File: config.mk
export PLATFORM = sky130hd
export DESIGN_NAME = decay_scheduler
export DESIGN_NICKNAME = d
export VERILOG_FILES = /design/src/rtl/decay_scheduler.sv
export SDC_FILE = /design/constraint.sdc
export NUM_CORES = 1
export LEC_CHECK = 0
export CAP_MARGIN = 10
export CORE_MARGIN = 5
export CORE_UTILIZATION = 60
export CTS_BUF_LIST = sky130_fd_sc_hd__clkbuf_4 sky130_fd_sc_hd__clkbuf_8
export DETAILED_ROUTE_END_ITERATION = 16
export GPL_TIMING_DRIVEN = 0
export PLACE_DENSITY = 0.88
export SETUP_SLACK_MARGIN = 0.2
export SYNTH_ARGS = -nofsm -noshare
export SYNTH_HDL_FRONTEND = slang
export SYNTH_SLANG_ARGS = --single-unit
File: constraint.sdc
create_clock -name clk -period 4.4 [get_ports clk]
set_clock_uncertainty 0.15 [all_clocks]
set_input_delay 0.66 -clock clk [delete_from_list [all_inputs] [get_ports clk]]
set_output_delay 0.66 -clock clk [all_outputs]
set_load 0.02 [all_outputs]
File: src/rtl/decay_scheduler.sv
`default_nettype none
// +--------------------------------------------------------------------------+
// | Module      : decay_scheduler                                            |
// | Description : Shares one decay-multiplier lookup across NVOICE voices,   |
// |               keeping per-voice ages and a global decay time base.       |
// | Revision    : 1.0 - initial release                                      |
// +--------------------------------------------------------------------------+
module decay_scheduler #(
    parameter int NVOICE   = 4,
    parameter int TICK_DIV = 1024
) (
    input  logic                clk,
    input  logic                rst,
    input  logic [NVOICE-1:0]   key_on,
    input  logic [NVOICE-1:0]   key_off,
    output logic [5:0]          lut_curr,
    output logic [5:0]          lut_start,
    input  logic [7:0]          lut_multiple,
    output logic [8*NVOICE-1:0] gain_out,
    output logic                gain_valid,
    output logic [NVOICE-1:0]   active,
    output logic                busy
);

    localparam int                 c_SEL_W     = $clog2(NVOICE);
    localparam int                 c_CNT_W     = $clog2(TICK_DIV);
    localparam logic [c_CNT_W-1:0] c_TICK_LAST = c_CNT_W'(TICK_DIV - 1);
    localparam logic [c_SEL_W-1:0] c_SEL_LAST  = c_SEL_W'(NVOICE - 1);

    localparam logic [1:0] c_IDLE = 2'd0;
    localparam logic [1:0] c_SCAN = 2'd1;
    localparam logic [1:0] c_DONE = 2'd2;

    logic [c_CNT_W-1:0]  r_tick_cnt;
    logic [5:0]          r_tb;
    logic [5:0]          r_age [NVOICE];
    logic [NVOICE-1:0]   r_active;
    logic                r_pending;
    logic [1:0]          r_state;
    logic [c_SEL_W-1:0]  r_sel;
    logic [8*NVOICE-1:0] r_gain;

    logic w_tick;
    logic w_trigger;
    logic w_launch;

    assign w_tick    = (r_tick_cnt == c_TICK_LAST);
    assign w_trigger = (|key_on) | (|key_off) | w_tick;
    // A pending request is consumed whenever the FSM is free to start a scan.
    assign w_launch  = r_pending & (r_state != c_SCAN);

    always_ff @(posedge clk or negedge rst) begin
        if (!rst) begin
            r_tick_cnt <= '0;
            r_tb       <= 6'd0;
            r_active   <= '0;
            for (int v = 0; v < NVOICE; v++) begin
                r_age[v] <= 6'd0;
            end
        end else begin
            r_tick_cnt <= w_tick ? '0 : r_tick_cnt + 1'b1;
            if (w_tick) begin
                r_tb <= r_tb - 6'd1;
            end
            // key_on overrides both key_off and the tick for the same voice.
            for (int v = 0; v < NVOICE; v++) begin
                if (key_on[v]) begin
                    r_age[v]    <= 6'd0;
                    r_active[v] <= 1'b1;
                end else begin
                    if (w_tick && r_active[v] && (r_age[v] != 6'd63)) begin
                        r_age[v] <= r_age[v] + 6'd1;
                    end
                    if (key_off[v] || (w_tick && r_active[v] && (r_age[v] == 6'd63))) begin
                        r_active[v] <= 1'b0;
                    end
                end
            end
        end
    end

    always_ff @(posedge clk or negedge rst) begin
        if (!rst) begin
            r_state   <= c_IDLE;
            r_sel     <= '0;
            r_pending <= 1'b0;
            r_gain    <= '0;
        end else begin
            r_pending <= w_trigger | (r_pending & ~w_launch);
            case (r_state)
                c_IDLE: begin
                    if (r_pending) begin
                        r_state <= c_SCAN;
                        r_sel   <= '0;
                    end
                end
                c_SCAN: begin
                    r_gain[{r_sel, 3'b000} +: 8] <= r_active[r_sel] ? lut_multiple : 8'h00;
                    if (r_sel == c_SEL_LAST) begin
                        r_state <= c_DONE;
                        r_sel   <= '0;
                    end else begin
                        r_sel <= r_sel + 1'b1;
                    end
                end
                c_DONE: begin
                    r_state <= r_pending ? c_SCAN : c_IDLE;
                end
                default: begin
                    r_state <= c_IDLE;
                end
            endcase
        end
    end

    // The lookup index (start - curr) equals the selected voice's age.
    assign lut_curr   = r_tb;
    assign lut_start  = r_tb + r_age[r_sel];
    assign gain_out   = r_gain;
    assign gain_valid = (r_state == c_DONE);
    assign busy       = (r_state == c_SCAN) || (r_state == c_DONE);
    assign active     = r_active;

endmodule
`default_nettype wire

==> impl_metrics.tcl <==
set metrics [dict create \
    outcome "completed" \
    hold_violations 0 \
    dpl_cell_area_um2 4940 \
    critPathMaxFanout 9 \
    tritoncts "built" \
    synthFlopType "dfrtp_1" \
    synthSimpleGateAreaFrac 0.156 \
    rsz0062_at_grt "no" \
    crit_start "r_sel[1]" \
    critical_path_required_ns 3.59 \
    p_clk_frac 0.382 \
    place_ws_ns 0.588 \
    crit_arrival_ns 3.20 \
    post_cts_buffers 0 \
    drt-pass1-iter-count 5 \
    drive_gt1_frac 0.0978 \
    antennaDiodeCount 0 \
    p_seq_frac 0.518 \
    htreeDepth 3 \
    clk_path_buf_depth 2 \
    rows 30 \
    r2r-end "r_age[15]" \
    final_area_um2 5160 \
    drv_slew 0 \
    synth_top_family_by_area "compound AO/OA/AOI/OAI gates" \
    async_flop_share 1.00 \
    wl_per_cell_um 18.8 \
    nFillCells 447 \
    grt_overflow 0 \
    synth_seq_area_share 0.489 \
    post-route-period-util 0.912 \
    track_usage 0.249 \
    critPathLaunchType "register" \
    routed_wl_mm 9.99 \
    final_antenna_net_count 0 \
    synth_nets 406 \
    power.density_nw_per_um2 293 \
    met2_usage 0.420 \
    num_vias 3383 \
    fin_crit_ns 4.01 \
    start_util 0.613 \
    grt_util_met1 0.321 \
    max_cap_violations 0 \
    synth_area_leaders "dfrtp_1 49%, ha_1 6.3%, a22o_1 6.1%, mux4_2 3.8%, or4_1 2.9%" \
    synth_compound_area_frac 0.173 \
    core_um2 6760 \
    tightest_slew_ns 0.642 \
    synth_area_um2 4140 \
    die_x_um 93.1 \
    synth_top_cell_area_share 0.489 \
    synth_xor_area_frac 0.0360 \
    layout_setup_ws_ns 0.387 \
    p_int_mw 1.14 \
    vdd_drop_max_uv 174 \
    synth_common_cells "81 x dfrtp_1, 29 x a22o_1, 22 x a21oi_1" \
    synth_cell_type_count 43 \
    holdWs_ns 0.0468 \
    max_freq_mhz 249 \
    grt_max_degree 59 \
    gp_congestion 0.846 \
    p_switching_uw 375 \
    ff2ff_setup_slack_ns 2.08 \
    swShare 0.248 \
    synth_fa_ha_area_frac 0.0683 \
    hold_buffers 0 \
    synth_top_area_cell "dfrtp_1" \
    io_pins 68 \
    synth-edff-count 0 \
    ys_seq_elements 81 \
    clockRootBuffer "clkbuf_8" \
    crit_path_end "lut_start[5]" \
    p_leak_nw 2.22 \
    first_global_vias 3401 \
    die_area_um2 8660 \
    pwr-share-comb 0.100 \
    cts_num_sinks 81 \
    timing.rr.start "r_tick_cnt[0]" \
    rr_worst_depth 7 \
    crit_type "register to primary output" \
    hold_class "primary input to async pin" \
    synth.area.mux_share 0.0459 \
    synth_cells 366 \
    grtUsageMet3 0.0475 \
    drt_iter0_drc 321 \
    clock_latency_ns 0.36 \
    worstSetupEndpointType "primary output" \
    grt_first_pass_wirelength_mm 17.0 \
    final_nets 485 \
    drc_errors 0 \
    hpwl_mm 7.10 \
    busiest_layer "met2" \
    syn2layout_area_growth_pct 24.5 \
    port_buffers 67 \
    yosysWarnings 0 \
    synth_area_per_cell_um2 11.3 \
    setup_viol 0 \
    via_per_inst 6.38 \
    numCtsBuffers 9 \
    die_h_um 93.1 \
    antenna_found_initial 0 \
    clkTransAtPathRegs_ns 0.09 \
    synth_most_common_cell "dfrtp_1" \
    tns_ns 0 \
    slew-limit-headroom 0.569 \
]
==> final cells by class <==
cell class / count / area (um^2) / area share
clock buffer: 11 / 151 / 0.0294
inverter: 13 / 48.8 / 0.00946
buffer: 13 / 85.1 / 0.0165
clock inverter: 5 / 62.6 / 0.0121
timing repair buffer: 68 / 698 / 0.135
sequential: 81 / 2030 / 0.393
tap: 80 / 100 / 0.0194
multi-input combinational: 259 / 1980 / 0.385
==> layout by cell type, fill, tap and decap left out, types with 4 or more instances in the layout <==
| master | count |
|---|---|
| nand2_1 | 20 |
| o21bai_1 | 4 |
| clkbuf_8 | 11 |
| xnor2_1 | 11 |
| clkbuf_1 | 6 |
| nor2b_1 | 7 |
| buf_6 | 4 |
| o41ai_1 | 4 |
| nor3_1 | 8 |
| dfrtp_1 | 81 |
| mux4_2 | 7 |
| a22o_1 | 29 |
| nand2b_1 | 7 |
| nand3_1 | 18 |
| o31ai_1 | 11 |
| or4_1 | 16 |
| nor4_1 | 4 |
| nor2_1 | 13 |
| inv_1 | 13 |
| o21ai_0 | 11 |
| xor2_1 | 6 |
| clkdlybuf4s50_1 | 65 |
| ha_1 | 21 |
| a32o_1 | 5 |
| a21oi_1 | 22 |
==> per-layer routing <==
layer,up-vias,routed length [um]
met5,-,0
met4,0,180
met3,22,680
met2,134,4970
met1,1684,4160
li1,1543,-
==> state kept, by name, summed over array words and instances (netlist names) <==
signal	cells
active	4
gain_out	32
lut_curr	6
r_age	24
r_pending	1
r_sel	2
r_state	2
r_tick_cnt	10
==> power by group through the flow <==
stage | registers (mW) | logic [mW] | clock network [mW]
after CTS | 0.782 | 0.153 | 0.581
after global routing | 0.785 | 0.162 | 0.617
after detailed placement | 0.797 | 0.152 | 0
after floorplan | 0.822 | 0.0306 | 0
final | 0.782 | 0.151 | 0.577
after global placement | 0.796 | 0.147 | 0
==> critical path, stage by stage (launching register included) <==
cell,delay (ns)
dfrtp_1,0.41
buf_4,0.22
mux4_2,0.57
ha_1,0.33
a211oi_1,0.23
o21bai_1,0.12
a21oi_1,0.18
xnor2_1,0.15
clkdlybuf4s50_1,0.64
==> cells by family after synthesis <==
kind of cell,after synthesis
and+or+nand+nor,111
AOI/OAI and AO/OA,99
DFF,81
buffers and inverters,26
adders and majority gates,22
xor gates and xnor gates,17
muxes,10
==> repair_timing <==
action / CTS / global route
endpoints found under the setup margin: 1 / 1
endpoints found under the hold margin: 0 / 0
gates resized for setup: 1 / 1
==> worst min path at each step <==
| stage | start | end | cells past startpoint | slack (ns) |
|---|---|---|---|---|
| final | rst | gain_out[13] | 1 | 0.05 |
| after global routing | rst | gain_out[27] | 1 | 0.06 |
| after CTS | rst | gain_out[13] | 1 | 0.05 |
| after detailed placement | gain_out[16] | gain_out[16] | 1 | 0.33 |
| after global placement | r_tick_cnt[8] | r_tick_cnt[8] | 1 | 0.31 |
| after floorplan | rst | active[0] | 0 | 0.21 |
==> stage by stage <==
| step | util | instances | power (mW) |
|---|---|---|---|
| detailed placement | 0.731 | 514 | 0.949 |
| CTS | 0.763 | 530 | 1.52 |
| finish | 0.763 | 530 | 1.51 |
| global placement | 0.727 | 513 | 0.943 |
| global route | 0.763 | 530 | 1.56 |
| floorplan | - | 366 | 0.853 |
Note: power is estimated with default switching activity, not from simulation.
